**src/rtl/vga_pkg.sv**
```systemverilog
// Shared VGA timing types, 640x480@60 default constants and the axis-total helper.
package vga_pkg;

  typedef struct packed {
    int unsigned active;
    int unsigned fp;
    int unsigned sync;
    int unsigned bp;
  } vga_axis_t;

  typedef enum logic {
    VGA_IDLE = 1'b0,
    VGA_RUN  = 1'b1
  } vga_state_e;

  localparam int unsigned VGA_H_ACTIVE = 32'd640;
  localparam int unsigned VGA_H_FP     = 32'd16;
  localparam int unsigned VGA_H_SYNC   = 32'd96;
  localparam int unsigned VGA_H_BP     = 32'd48;
  localparam int unsigned VGA_V_ACTIVE = 32'd480;
  localparam int unsigned VGA_V_FP     = 32'd10;
  localparam int unsigned VGA_V_SYNC   = 32'd2;
  localparam int unsigned VGA_V_BP     = 32'd33;

  localparam vga_axis_t VGA_H_AXIS_DEF = '{active: VGA_H_ACTIVE, fp: VGA_H_FP,
                                           sync: VGA_H_SYNC, bp: VGA_H_BP};

  function automatic int unsigned vga_total(input vga_axis_t ax);
    return ax.active + ax.fp + ax.sync + ax.bp;
  endfunction

endpackage

```
**src/rtl/vga_axis_counter.sv**
```systemverilog
// One raster axis: position counter with combinational sync/active/wrap decode of the
// registered position. The parent registers the decodes together with the position.
module vga_axis_counter
  import vga_pkg::*;
#(
  parameter vga_axis_t AXIS     = VGA_H_AXIS_DEF,
  parameter bit        SYNC_NEG = 1'b1,
  parameter int        CW       = 10
) (
  input  logic          clk_i,
  input  logic          step_i,
  input  logic          clear_i,
  output logic [CW-1:0] count_o,
  output logic          sync_o,
  output logic          active_o,
  output logic          wrap_o
);

  // One spare bit so window ends equal to 2**CW still compare correctly
  localparam int          CW1     = CW + 1;
  localparam logic [CW:0] LAST    = CW1'(vga_total(AXIS) - 32'd1);
  localparam logic [CW:0] ACT_HI  = CW1'(AXIS.active);
  localparam logic [CW:0] SYNC_LO = CW1'(AXIS.active + AXIS.fp);
  localparam logic [CW:0] SYNC_HI = CW1'(AXIS.active + AXIS.fp + AXIS.sync);

  logic [CW-1:0] count_q;
  logic [CW-1:0] count_d;
  logic [CW:0]   count_x;

  assign count_x  = {1'b0, count_q};
  assign wrap_o   = (count_x == LAST);
  assign active_o = (count_x < ACT_HI);
  assign sync_o   = ((count_x >= SYNC_LO) && (count_x < SYNC_HI)) ^ SYNC_NEG;
  assign count_o  = count_q;

  always_comb begin
    count_d = count_q;
    if (clear_i) begin
      count_d = '0;
    end else if (step_i) begin
      if (wrap_o) begin
        count_d = '0;
      end else begin
        count_d = count_q + CW'(1);
      end
    end else begin
      count_d = count_q;
    end
  end

  always_ff @(posedge clk_i) begin
    count_q <= count_d;
  end

endmodule

```
**src/rtl/vga_timing_gen.sv**
```systemverilog
// Parametrised VGA raster timing generator with clock-enable pixel strobe.
// Optional frame counter output enabled by defining VGA_TIMING_FRAME_CNT_EN.
module vga_timing_gen
  import vga_pkg::*;
#(
  parameter int unsigned H_ACTIVE = VGA_H_ACTIVE,
  parameter int unsigned H_FP     = VGA_H_FP,
  parameter int unsigned H_SYNC   = VGA_H_SYNC,
  parameter int unsigned H_BP     = VGA_H_BP,
  parameter int unsigned V_ACTIVE = VGA_V_ACTIVE,
  parameter int unsigned V_FP     = VGA_V_FP,
  parameter int unsigned V_SYNC   = VGA_V_SYNC,
  parameter int unsigned V_BP     = VGA_V_BP,
  parameter bit          HS_NEG   = 1'b1,
  parameter bit          VS_NEG   = 1'b1,
  parameter int unsigned CLK_DIV  = 32'd2,
  parameter int          CW       = 10
) (
  input  logic          Clk,
  input  logic          Reset,
  input  logic          en,
  output logic [CW-1:0] DrawX,
  output logic [CW-1:0] DrawY,
  output logic          hs,
  output logic          vs,
  output logic          blank,
  output logic          pixel_ce,
  output logic          line_start,
  output logic          frame_start
`ifdef VGA_TIMING_FRAME_CNT_EN
  ,
  output logic [15:0]   frame_cnt
`endif
);

  localparam vga_axis_t H_AXIS = '{active: H_ACTIVE, fp: H_FP, sync: H_SYNC, bp: H_BP};
  localparam vga_axis_t V_AXIS = '{active: V_ACTIVE, fp: V_FP, sync: V_SYNC, bp: V_BP};
  localparam int        DW       = (CLK_DIV > 32'd1) ? $clog2(CLK_DIV) : 1;
  localparam logic [DW-1:0] DIV_LAST = DW'(CLK_DIV - 32'd1);

  vga_state_e    state_q;
  logic [DW-1:0] div_q;
  logic [CW-1:0] drawx_q, drawy_q;
  logic          hs_q, vs_q, blank_q, pce_q, ls_q, fs_q;
  logic          origin_q;
`ifdef VGA_TIMING_FRAME_CNT_EN
  logic          first_q;
  logic [15:0]   fcnt_q;
`endif

  logic          step_s, clear_s, v_step_s;
  logic [CW-1:0] h_count_s, v_count_s;
  logic          h_sync_s, v_sync_s, h_act_s, v_act_s, h_wrap_s, v_wrap_s;

  always_comb begin
    step_s = 1'b0;
    if ((state_q == VGA_RUN) && en && !Reset) begin
      step_s = (div_q == DIV_LAST);
    end else begin
      step_s = 1'b0;
    end
  end

  assign clear_s  = Reset | ~en | (state_q == VGA_IDLE);
  assign v_step_s = step_s & h_wrap_s;

  vga_axis_counter #(.AXIS(H_AXIS), .SYNC_NEG(HS_NEG), .CW(CW)) u_h_cnt (
    .clk_i   (Clk),
    .step_i  (step_s),
    .clear_i (clear_s),
    .count_o (h_count_s),
    .sync_o  (h_sync_s),
    .active_o(h_act_s),
    .wrap_o  (h_wrap_s)
  );

  vga_axis_counter #(.AXIS(V_AXIS), .SYNC_NEG(VS_NEG), .CW(CW)) u_v_cnt (
    .clk_i   (Clk),
    .step_i  (v_step_s),
    .clear_i (clear_s),
    .count_o (v_count_s),
    .sync_o  (v_sync_s),
    .active_o(v_act_s),
    .wrap_o  (v_wrap_s)
  );

  // The axis counters hold the next pixel to present; a step latches it into the outputs
  always_ff @(posedge Clk) begin
    if (Reset || !en) begin
      state_q  <= VGA_IDLE;
      div_q    <= '0;
      drawx_q  <= '0;
      drawy_q  <= '0;
      hs_q     <= HS_NEG;
      vs_q     <= VS_NEG;
      blank_q  <= 1'b1;
      pce_q    <= 1'b0;
      ls_q     <= 1'b0;
      fs_q     <= 1'b0;
      origin_q <= 1'b1;
`ifdef VGA_TIMING_FRAME_CNT_EN
      first_q  <= 1'b1;
      if (Reset) begin
        fcnt_q <= 16'd0;
      end
`endif
    end else begin
      case (state_q)
        VGA_IDLE: begin
          state_q <= VGA_RUN;
          div_q   <= '0;
        end
        VGA_RUN: begin
          if (step_s) begin
            div_q    <= '0;
            drawx_q  <= h_count_s;
            drawy_q  <= v_count_s;
            hs_q     <= h_sync_s;
            vs_q     <= v_sync_s;
            blank_q  <= ~(h_act_s & v_act_s);
            pce_q    <= 1'b1;
            ls_q     <= (h_count_s == '0);
            fs_q     <= origin_q;
            origin_q <= h_wrap_s & v_wrap_s;
`ifdef VGA_TIMING_FRAME_CNT_EN
            if (origin_q) begin
              if (first_q) begin
                first_q <= 1'b0;
              end else begin
                fcnt_q <= fcnt_q + 16'd1;
              end
            end
`endif
          end else begin
            div_q <= div_q + DW'(1);
            pce_q <= 1'b0;
            ls_q  <= 1'b0;
            fs_q  <= 1'b0;
          end
        end
        default: state_q <= VGA_IDLE;
      endcase
    end
  end

  assign DrawX       = drawx_q;
  assign DrawY       = drawy_q;
  assign hs          = hs_q;
  assign vs          = vs_q;
  assign blank       = blank_q;
  assign pixel_ce    = pce_q;
  assign line_start  = ls_q;
  assign frame_start = fs_q;
`ifdef VGA_TIMING_FRAME_CNT_EN
  assign frame_cnt   = fcnt_q;
`endif

endmodule
```
**config.mk**
```make
export PLATFORM = sky130hd
export DESIGN_NAME = vga_timing_gen
export DESIGN_NICKNAME = d
export VERILOG_FILES = /design/src/rtl/vga_pkg.sv /design/src/rtl/vga_axis_counter.sv /design/src/rtl/vga_timing_gen.sv
export SDC_FILE = /design/constraint.sdc
export NUM_CORES = 1
export LEC_CHECK = 0
export BUFFER_PORTS_ARGS = -buffer_cell sky130_fd_sc_hd__buf_2
export CELL_PAD_IN_SITES_DETAIL_PLACEMENT = 0
export CELL_PAD_IN_SITES_GLOBAL_PLACEMENT = 2
export CORE_ASPECT_RATIO = 0.6
export CORE_MARGIN = 2
export CORE_UTILIZATION = 33
export CTS_BUF_LIST = sky130_fd_sc_hd__clkbuf_16
export DETAILED_ROUTE_END_ITERATION = 7
export HOLD_SLACK_MARGIN = 0.1
export PLACE_DENSITY = 0.78
export SETUP_SLACK_MARGIN = 0.3
export SYNTH_ARGS = -nofsm -noshare
export SYNTH_HDL_FRONTEND = slang
export SYNTH_SLANG_ARGS = --single-unit
```
**constraint.sdc**
```tcl
create_clock -name Clk -period 2.5 [get_ports Clk]
set_input_delay 0 -clock Clk [delete_from_list [all_inputs] [get_ports Clk]]
set_output_delay 0 -clock Clk [all_outputs]
set_load 0.05 [all_outputs]
```
==> impl_metrics.json <==
{
  "vdd_ir_drop_max_v": 0.000239,
  "dr.first_iter.drc_count": 103,
  "avgSynthCellArea_um2": 8.32,
  "yosys_warnings": 0,
  "io_pins": 29,
  "die-area_um2": 6950,
  "grt_util_all_layers_pct": 16.2,
  "powerDensity_nw_per_um2": 671,
  "core_area_um2": 6080,
  "synth.area.top_cells": "dfxtp_1 47%, nand2_1 8.0%, nand3_1 6.3%",
  "rsz0062_at_grt": "no",
  "clkSlewWorstSetupHoldPaths_ns": 0.07,
  "antenna_cells": 0,
  "synth_top_cell_area_share_pct": 47.4,
  "layout_min_cycle_time_ns": 2.04,
  "cts_setup_buffers": 0,
  "viasPerCell": 4.93,
  "crit_path_end_kind": "register",
  "async_reset_ff_share_pct": 0,
  "synth.distinct_cells": 39,
  "die_x_um": 106,
  "dr.pass1.iters": 4,
  "drc_errors": 0,
  "clockRootBuffer": "clkbuf_16",
  "critPathMaxFanout": 10,
  "tightest_slew_ns": 0.499,
  "synthFlopType": "dfxtp_1",
  "synth_area_um2": 2070,
  "routed_wl_um": 5230,
  "synthMostInstantiatedCell": "dfxtp_1",
  "totalNegativeSetupSlack_ns": 0,
  "hpwl_um": 3560,
  "drive_gt1_share_pct": 19.6,
  "clockBufferDepth": 2,
  "swShare_pct": 18.5,
  "routedWlPerCell_um": 14.5,
  "max_slew_margin_pct": 66.4,
  "outcome": "complete, no violations",
  "crit_type": "register to register",
  "p_clk_share_pct": 51.6,
  "grt_pass1_wl_um": 8670,
  "cts-buffers-inserted": 5,
  "synthCells": 249,
  "p_leak_uw": 0.000926,
  "crit_chain": "or2_1 -> or4_4 -> or4_1 -> a21oi_1",
  "gp_congestion": 0.798,
  "antenna_found_initial": 0,
  "syn_to_final_growth_pct": 20.1,
  "hold_class": "primary input to register",
  "syn_nets": 257,
  "p_sw_uw": 309,
  "hold_buffers": 0,
  "ys_seq_elements": 49,
  "clock_skew_ns": 0.00795,
  "crit_path_top_delay_cell": "or4_4",
  "grt_start_max_net_pins": 35,
  "postLayoutCoreUtil_pct": 40.9,
  "cp.required_ns": 2.72,
  "cp_data_arrival_time_ns": 2.26,
  "max_freq_ghz": 0.489,
  "htree_num_levels": 2,
  "critPathBufInv": 0,
  "cp_top_family": "simple AND/OR/NAND/NOR gates",
  "hold_viol_final": 0,
  "grt_pass1_vias": 1648,
  "worstSetupStartpointType": "register",
  "internal-power_uw": 1360,
  "fin_nets": 283,
  "cap_violations": 0,
  "ys_top_cells_by_count": "49 x dfxtp_1, 44 x nand2_1, 26 x nand3_1",
  "core.rowCount": 22,
  "portBuffers": 28,
  "synth_top_area_cell": "dfxtp_1",
  "overflow": 0,
  "slew_viol_final": 0,
  "comb_power_share_pct": 1.5,
  "clk_latency_ns": 0.28,
  "power_frac_seq_pct": 46.9,
  "start_util_pct": 34.0,
  "clock_sinks": 49,
  "slowest_delay_ns": 0.63,
  "vias": 1774,
  "final_antenna_net_count": 0,
  "ys_seq_area_share_pct": 47.4,
  "synth-edff-count": 0,
  "fillerInstances": 623,
  "dieHeight_um": 65.4,
  "finalSetupViolCount": 0,
  "period_share_pct": 81.8,
  "cts_tree": "built"
}
registers in the layout, summed over array words and instances, names as in the netlist:
register and count:
u_h_cnt.count_o 10, hs 1, line_start 1, vs 1, state_q 1, frame_start 1, div_q 1, origin_q 1
DrawY 10, u_v_cnt.count_o 10, pixel_ce 1, DrawX 10, blank 1
placed cells by master (no fill, tap or decap), types with 2 or more instances in the layout:
master,n
ha_1,4
nand4_1,7
nor2_1,13
clkbuf_16,5
nand2_1,44
xor2_1,3
bufinv_16,2
dfxtp_1,47
nand2b_1,4
dfxtp_2,2
or3_2,3
buf_4,6
inv_1,7
o21ai_0,10
or3_1,2
nand4b_1,3
nor4_1,4
o31ai_1,2
a21oi_1,18
a31o_2,2
buf_2,28
nor3_1,9
xnor2_1,6
nand3_1,25
metal layers:
layer	GRT usage, %	vias to the layer above	share of wire [%]
met5	0	-	0
met1	25.5	809	59
li1	-	920	-
met2	21.1	43	34
met3	4.37	2	6.5
met4	4.44	0	0.54
stage by stage:
step	setup slack [ns]	power [uW]	cells	hold WS, ns	instance area, um^2
final	0.455	1670	360	0.183	2490
after detailed placement	0.311	826	352	0.439	2290
after global routing	0.336	1730	360	0.200	2490
after global placement	0.354	827	352	0.430	2290
after CTS	0.354	1680	360	0.186	2480
after floorplan	0.428	815	249	0.340	2070
power by group through the flow:
stage | sequential (uW) | combinational (uW) | clock, uW
2_1_floorplan | 802 | 13.2 | 0
3_3_place_gp | 801 | 25.6 | 0
3_5_place_dp | 802 | 24.9 | 0
4_1_cts | 783 | 24.9 | 876
5_1_grt | 783 | 27.1 | 915
6_report | 783 | 24.6 | 862
worst reg2reg max path: cells and delay by family (launching register included):
family          cells  cell delay, ns
flops               1            0.36
simple gates        3            1.47
compound gates      1            0.14
cell type report:
cell class / instances / area [um^2] / share of cell area [%]
clock inverter: 3 / 65.1 / 2.62
inverter: 8 / 30.0 / 1.21
sequential: 49 / 983 / 39.5
tap: 84 / 105 / 4.23
timing repair buffer: 34 / 185 / 7.44
clock buffer: 5 / 125 / 5.03
multi-input combinational: 177 / 993 / 39.9
path summary, 6_finish.rpt:
kind	to	cells past startpoint	startpoint	slack [ns]
worst max-delay path	u_v_cnt.count_o[8]	4	u_h_cnt.count_o[5]	0.46
worst min register to register	pixel_ce	2	pixel_ce	0.45
worst min-delay path	DrawX[0]	4	en	0.18
worst max register to register	u_v_cnt.count_o[8]	4	u_h_cnt.count_o[5]	0.46
cell families (layout without fill, tap and decap cells):
kind of cell,count (synthesis),count (layout),share of synthesized area [%]
compound gates,38,38,10.7
fa+ha+maj,5,5,3.02
buf+inv,23,50,5.02
simple gates,125,125,30.1
xor+xnor,9,9,3.81
flops,49,49,47.4
timing repair:
action	in CTS	in global routing
setup endpoints to repair	1	3
gates resized for setup	1	3
pin swaps	0	1
(Power assumes the default switching activity.)
